## config.mk

```make
export PLATFORM = sky130hd
export DESIGN_NAME = pipe_stall_ctrl_flat
export DESIGN_NICKNAME = d
export VERILOG_FILES = /design/src/rtl/hazard_pkg.sv /design/src/rtl/pipe_stall_ctrl_if.sv /design/src/rtl/sat_counter.sv /design/src/rtl/pipe_stall_ctrl.sv /design/src/flat_wrapper.sv
export SDC_FILE = /design/constraint.sdc
export NUM_CORES = 1
export LEC_CHECK = 0
export ABC_AREA = 1
export CORE_MARGIN = 2
export CORE_UTILIZATION = 40
export CTS_CLUSTER_DIAMETER = 50
export CTS_CLUSTER_SIZE = 28
export DETAILED_ROUTE_END_ITERATION = 10
export HOLD_SLACK_MARGIN = 0.12
export PLACE_DENSITY = 0.74
export SYNTH_ARGS = -nofsm -noshare
export SYNTH_HDL_FRONTEND = slang
export SYNTH_SLANG_ARGS = --single-unit
```

## constraint.sdc

```tcl
create_clock -name clk -period 2.4 [get_ports clk]
set_clock_uncertainty 0.1 [all_clocks]
set_input_delay 0.36 -clock clk [delete_from_list [all_inputs] [get_ports clk]]
set_output_delay 0.36 -clock clk [all_outputs]
set_load 0.01 [all_outputs]
```

## src/rtl/hazard_pkg.sv

```systemverilog
// Types and constants shared by the hazard unit and the pipeline stall controller.
package hazard_pkg;

    typedef enum logic [1:0] {
        RUN    = 2'd0,
        PCWAIT = 2'd1,
        FLUSH  = 2'd2,
        HALT   = 2'd3
    } stall_state_t;

    localparam logic [15:0] NOP_INSTR    = 16'h0000;
    localparam logic [3:0]  DATA_SEG_REG = 4'hE;

endpackage

```

## src/rtl/pipe_stall_ctrl_if.sv

```systemverilog
// Hazard events into, and per-stage pipeline controls out of, the stall controller.
interface pipe_stall_ctrl_if #(
    parameter int CNT_W = 16
);
    logic             data_hazard;
    logic             PC_hazard;
    logic             PC_update;
    logic             branch_taken;
    logic             hlt;
    logic             PC_stall;
    logic             IF_ID_stall;
    logic             IF_ID_flush;
    logic             ID_EX_bubble;
    logic             halted;
    logic             stall_timeout;
    logic [CNT_W-1:0] stall_cycles;

    modport master (
        output data_hazard, PC_hazard, PC_update, branch_taken, hlt,
        input  PC_stall, IF_ID_stall, IF_ID_flush, ID_EX_bubble, halted,
               stall_timeout, stall_cycles
    );

    modport slave (
        input  data_hazard, PC_hazard, PC_update, branch_taken, hlt,
        output PC_stall, IF_ID_stall, IF_ID_flush, ID_EX_bubble, halted,
               stall_timeout, stall_cycles
    );
endinterface

```

## src/rtl/sat_counter.sv

```systemverilog
// Saturating up-counter for performance events; holds at all-ones instead of wrapping.
module sat_counter #(
    parameter int W = 16
) (
    input  logic         clk,
    input  logic         rst,
    input  logic         inc,
    input  logic         clr,
    output logic [W-1:0] cnt
);
    // NOTE: sequential state uses non-blocking assignments only.
    always_ff @(posedge clk or posedge rst) begin
        if (rst) begin
            cnt <= '0;
        end else if (clr) begin
            cnt <= '0;
        end else if (inc && (cnt != {W{1'b1}})) begin
            cnt <= cnt + W'(1);
        end
    end
endmodule

```

## src/rtl/pipe_stall_ctrl.sv

```systemverilog
// Turns hazard, branch, PC-update and halt events into PC/IF_ID/ID_EX control,
// with a stall watchdog and a saturating stall-cycle counter.
module pipe_stall_ctrl
    import hazard_pkg::*;
#(
    parameter int FLUSH_CYCLES = 2,
    parameter int MAX_STALL    = 16,
    parameter int CNT_W        = 16
) (
    input logic               clk,
    input logic               rst,
    pipe_stall_ctrl_if.slave  bus
);
    localparam logic [2:0] FLUSH_LOAD = 3'(FLUSH_CYCLES - 1);
    localparam logic [7:0] WD_LIMIT   = 8'(MAX_STALL - 1);

    stall_state_t     r_state;
    logic [2:0]       r_flush_cnt;
    logic [7:0]       r_stall_cnt;
    logic             r_timeout;

    logic             w_pc_stall;
    logic             w_if_id_stall;
    logic             w_if_id_flush;
    logic             w_id_ex_bubble;
    logic             w_halted;
    logic             w_wd_fire;
    logic             w_perf_inc;
    logic [CNT_W-1:0] w_stall_cycles;

    // NOTE: every output gets a default first so no path infers a latch.
    always_comb begin
        w_pc_stall     = 1'b0;
        w_if_id_stall  = 1'b0;
        w_if_id_flush  = 1'b0;
        w_id_ex_bubble = 1'b0;
        w_halted       = 1'b0;
        if (!rst) begin
            case (r_state)
                RUN: begin
                    // A taken branch squashes the stalled wrong-path instruction.
                    if (bus.branch_taken) begin
                        w_if_id_flush  = 1'b1;
                        w_id_ex_bubble = 1'b1;
                    end else if (bus.data_hazard) begin
                        w_pc_stall     = 1'b1;
                        w_if_id_stall  = 1'b1;
                        w_id_ex_bubble = 1'b1;
                    end
                end
                PCWAIT: begin
                    w_pc_stall    = 1'b1;
                    w_if_id_flush = 1'b1;
                end
                FLUSH: begin
                    w_if_id_flush  = 1'b1;
                    w_id_ex_bubble = 1'b1;
                end
                HALT: begin
                    w_pc_stall     = 1'b1;
                    w_if_id_stall  = 1'b1;
                    w_id_ex_bubble = 1'b1;
                    w_halted       = 1'b1;
                end
                default: ;
            endcase
        end
    end

    assign w_perf_inc = w_pc_stall && (r_state != HALT);
    assign w_wd_fire  = w_perf_inc && (r_stall_cnt == WD_LIMIT);

    always_ff @(posedge clk or posedge rst) begin
        if (rst) begin
            r_state     <= RUN;
            r_flush_cnt <= '0;
            r_stall_cnt <= '0;
            r_timeout   <= 1'b0;
        end else begin
            if (!w_pc_stall || w_wd_fire) begin
                r_stall_cnt <= '0;
            end else if (r_state != HALT) begin
                r_stall_cnt <= r_stall_cnt + 8'd1;
            end

            if (w_wd_fire) begin
                r_timeout <= 1'b1;
                r_state   <= RUN;
            end else begin
                case (r_state)
                    RUN: begin
                        if (bus.hlt) begin
                            r_state <= HALT;
                        end else if (bus.branch_taken) begin
                            r_state     <= FLUSH;
                            r_flush_cnt <= FLUSH_LOAD;
                        end else if (bus.PC_hazard) begin
                            r_state <= PCWAIT;
                        end
                    end
                    PCWAIT: begin
                        if (bus.branch_taken) begin
                            r_state     <= FLUSH;
                            r_flush_cnt <= FLUSH_LOAD;
                        end else if (bus.PC_update) begin
                            r_state <= RUN;
                        end
                    end
                    FLUSH: begin
                        if (bus.branch_taken) begin
                            r_flush_cnt <= FLUSH_LOAD;
                        end else if (r_flush_cnt == 3'd0) begin
                            r_state <= RUN;
                        end else begin
                            r_flush_cnt <= r_flush_cnt - 3'd1;
                        end
                    end
                    HALT:    r_state <= HALT;
                    default: r_state <= RUN;
                endcase
            end
        end
    end

    sat_counter #(.W(CNT_W)) u_stall_cycles (
        .clk (clk),
        .rst (rst),
        .inc (w_perf_inc),
        .clr (1'b0),
        .cnt (w_stall_cycles)
    );

    assign bus.PC_stall      = w_pc_stall;
    assign bus.IF_ID_stall   = w_if_id_stall;
    assign bus.IF_ID_flush   = w_if_id_flush;
    assign bus.ID_EX_bubble  = w_id_ex_bubble;
    assign bus.halted        = w_halted;
    assign bus.stall_timeout = r_timeout;
    assign bus.stall_cycles  = w_stall_cycles;
endmodule

```

## src/flat_wrapper.sv

```systemverilog
// flat-port wrapper written by rule: the top's interface ports become plain ports
module pipe_stall_ctrl_flat import hazard_pkg::*;
#(
    parameter int FLUSH_CYCLES = 2,
    parameter int MAX_STALL    = 16,
    parameter int CNT_W        = 16
)
  (clk, rst, bus_data_hazard, bus_PC_hazard, bus_PC_update, bus_branch_taken, bus_hlt, bus_PC_stall, bus_IF_ID_stall, bus_IF_ID_flush, bus_ID_EX_bubble, bus_halted, bus_stall_timeout, bus_stall_cycles);
  pipe_stall_ctrl_if #(.CNT_W(CNT_W)) bus_i ();
  input logic clk;
  input logic rst;
  input wire logic [$bits(bus_i.data_hazard)-1:0] bus_data_hazard;
  input wire logic [$bits(bus_i.PC_hazard)-1:0] bus_PC_hazard;
  input wire logic [$bits(bus_i.PC_update)-1:0] bus_PC_update;
  input wire logic [$bits(bus_i.branch_taken)-1:0] bus_branch_taken;
  input wire logic [$bits(bus_i.hlt)-1:0] bus_hlt;
  output wire logic [$bits(bus_i.PC_stall)-1:0] bus_PC_stall;
  output wire logic [$bits(bus_i.IF_ID_stall)-1:0] bus_IF_ID_stall;
  output wire logic [$bits(bus_i.IF_ID_flush)-1:0] bus_IF_ID_flush;
  output wire logic [$bits(bus_i.ID_EX_bubble)-1:0] bus_ID_EX_bubble;
  output wire logic [$bits(bus_i.halted)-1:0] bus_halted;
  output wire logic [$bits(bus_i.stall_timeout)-1:0] bus_stall_timeout;
  output wire logic [$bits(bus_i.stall_cycles)-1:0] bus_stall_cycles;
  assign bus_i.data_hazard = bus_data_hazard;
  assign bus_i.PC_hazard = bus_PC_hazard;
  assign bus_i.PC_update = bus_PC_update;
  assign bus_i.branch_taken = bus_branch_taken;
  assign bus_i.hlt = bus_hlt;
  assign bus_PC_stall = bus_i.PC_stall;
  assign bus_IF_ID_stall = bus_i.IF_ID_stall;
  assign bus_IF_ID_flush = bus_i.IF_ID_flush;
  assign bus_ID_EX_bubble = bus_i.ID_EX_bubble;
  assign bus_halted = bus_i.halted;
  assign bus_stall_timeout = bus_i.stall_timeout;
  assign bus_stall_cycles = bus_i.stall_cycles;
  pipe_stall_ctrl #(.FLUSH_CYCLES(FLUSH_CYCLES), .MAX_STALL(MAX_STALL), .CNT_W(CNT_W)) u_core (.clk(clk), .rst(rst), .bus(bus_i));
endmodule
```

==> qor.csv <==
metric,value,unit
worst_slew_pin_slew,0.3923,ns
nNetsFinal,343,
vias,1928,
ios,29,
final_core_util,0.5122,
grt-ovfl-total,0,
timing.rr.start,u_core.r_state[0],
area_growth,25.32,%
setup_ws,0.08849,ns
min_path_type,flip-flop to flip-flop,
critPathKind,flip-flop to output port,
die_h,75.78,um
avgSynthCellArea,7.155,sq um
dp_hpwl,3.190,mm
worstReg2RegEnd,u_core.r_stall_cnt[5],
rsz0062_at_grt,false,
final.fill_count,502,
cp_cell_sequence,"inv_2, ha_4, o21ai_0, nand3_1, nand3_1, inv_1, clkdlybuf4s50_1",
grt_pass1_wl,7.762,mm
synthMuxAreaShare,0,
antennaDiodeCount,0,
synth_nets,305,
synth_simple_gate_area_frac,0.4153,
endpoint_kind,output port,
drt_iter0_markers,60,
max_slew_margin,0.7385,
crit_path_frequent_cell,nand3_1,
hold_path_startpoint,u_core.bus.stall_timeout,
crit_path_start_kind,flip-flop,
fp.coreArea,0.005042,sq mm
r2r_cells,7,
finalCritPeriodShare,0.9631,
row_count,26,
avgRoutedWirePerCell,11.16,um
grt_max_degree,31,
seqCellArea,753.2,sq um
hold_depth,1,
drv_cap,0,
grt_pass1_vias,1863,
place_congestion,0.9155,
synth_cell_types,30,
insertion_delay,0.28,ns
crit_required,1.94,ns
drc,0,
syn_inst,288,
drv_slew,0,
via_per_inst,4.856,
clock_path_buffers,2,
finalSetupViolCount,0,
status,"finished, final reports clean",
hold_viol,0,
syn-cell-area,0.002061,sq mm
finalSetupTns,0,ns
cp_max_fo,5,
firstDrtPassIters,4,
max_stage_delay,0.52,ns
whs,0.3689,ns
p_leak,0.001267,uW
place_worst_setup_slack,0.1113,ns
port_buffers,28,
start_util,0.4087,
synth-adder-area-share,0.06072,
cp.arrival,1.85,ns
cts_root_buf,clkbuf_8,
track_usage,0.1754,
powerDensity,813.7,mW/mm^2
layout-drive-gt1-share,0.1193,
yosys_register_bits,30,
clkTransAtPathRegs,0.06,ns
die_w,75.78,um
yosys.area_share.xor_xnor,0.05100,
worstHoldEndpoint,u_core.bus.stall_timeout,
yosys_warnings,0,
cts_htree_levels,2,
cts_tree,built,
cpMaxStageDelayCell,clkdlybuf4s50_1,
routed_wl,4.430,mm
antenna_found_initial,0,
synth_compound_area_frac,0.03339,
multiInputGateArea,0.001195,sq mm
ir_drop,0.4566,mV
clock_sinks,30,
reg2reg_slack,0.63,ns
hold_buffers,0,
timing.fmax,432.6,MHz
finalCriticalPeriod,2.312,ns
synth_top_family_by_area,simple AND/OR/NAND/NOR gates,
cts_buffers,5,
ys_seq_area_frac,0.3643,
ant_nets,0,
dieArea,0.005742,sq mm
==> how the worst max path moves through the flow <==
stage                      startpoint          endpoint  cells after the start
floorplan                         rst  bus_ID_EX_bubble                      3
global placement     bus_branch_taken      bus_PC_stall                      7
detailed placement   bus_branch_taken      bus_PC_stall                      7
CTS                 u_core.r_state[0]   bus_IF_ID_stall                      4
global route        u_core.r_state[0]  bus_ID_EX_bubble                      7
finish              u_core.r_state[0]  bus_ID_EX_bubble                      7
==> area by class of cell <==
class                      count  area share
inverter                      35     0.05136
timing repair buffer          33      0.1250
clock buffer                   7     0.03343
multi-input combinational    221      0.4627
tap                           70     0.03391
sequential                    30      0.2917
clock inverter                 1    0.001938
==> flip-flops by register name (all words and copies together), names as in the netlist <==
name	count
u_core.u_stall_cycles.cnt	16
u_core.r_stall_cnt	8
u_core.r_flush_cnt	3
u_core.r_state	2
u_core.bus.stall_timeout	1
==> worst max-delay path, delay by kind of cell, from the launching register on <==
kind	cells	cell delay [ns]
AO/OA/AOI/OAI	1	0.09
adder cells (fa/ha/maj)	1	0.18
buffers and inverters	3	0.71
flip-flops	1	0.45
AND/OR/NAND/NOR	2	0.15
==> through the flow <==
stage	power [uW]	std cells	cell area (sq um)
finish	2101	397	2582
CTS	2063	396	2542
global placement	1592	388	2436
global route	2276	397	2582
floorplan	1325	288	2061
detailed placement	1600	388	2436
==> Yosys cell counts, drive strengths merged <==
library cell | n | area, sq um
nand4 | 14 | 93.84
dfrtp | 30 | 750.7
nor2 | 39 | 175.2
nand2 | 107 | 432.9
xor2 | 4 | 35.03
clkinv | 1 | 5.000
nor3 | 1 | 5.000
xnor2 | 8 | 70.07
a211oi | 1 | 7.510
nand3 | 24 | 135.1
inv | 34 | 127.6
buf | 2 | 22.52
a21oi | 2 | 13.76
ha | 10 | 125.1
o21ai | 8 | 40.03
o21bai | 1 | 7.510
nand3b | 1 | 7.510
or2 | 1 | 6.260
==> power by group <==
group          total [uW]  internal, uW  switching [uW]
Sequential            697           589             108
Combinational         987           428             560
Clock                 417           231             186
Total                2100          1250             853
==> routing by layer <==
metal  routed length, um  GRT usage  vias to the layer above
li1                    -          -                      981
met1                2061     0.2114                      897
met2                2093     0.2998                       42
met3                 195    0.04630                        8
met4                  80    0.06433                        0
met5                   0          0                        -
==> cell usage in the layout (no fill, tap or decap), types with 5 or more instances in the layout <==
master,count
ha_1,6
nor2_1,35
clkbuf_8,6
inv_2,6
clkdlybuf4s50_1,26
o21ai_0,7
buf_4,5
dfrtp_1,28
xnor2_1,8
inv_1,28
nand3_1,21
nand2_1,102
nand4_1,13
==> cell families after synthesis <==
group	Yosys count
fa+ha+maj	10
flops	30
compound gates	12
xor+xnor	12
simple gates	187
buf+inv	37
==> what timing repair did <==
item,in CTS,in global routing
gates resized for setup,5,8
endpoints found under the setup margin,3,3
buffers inserted,0,1
Note: power is estimated with default switching activity, not from simulation.
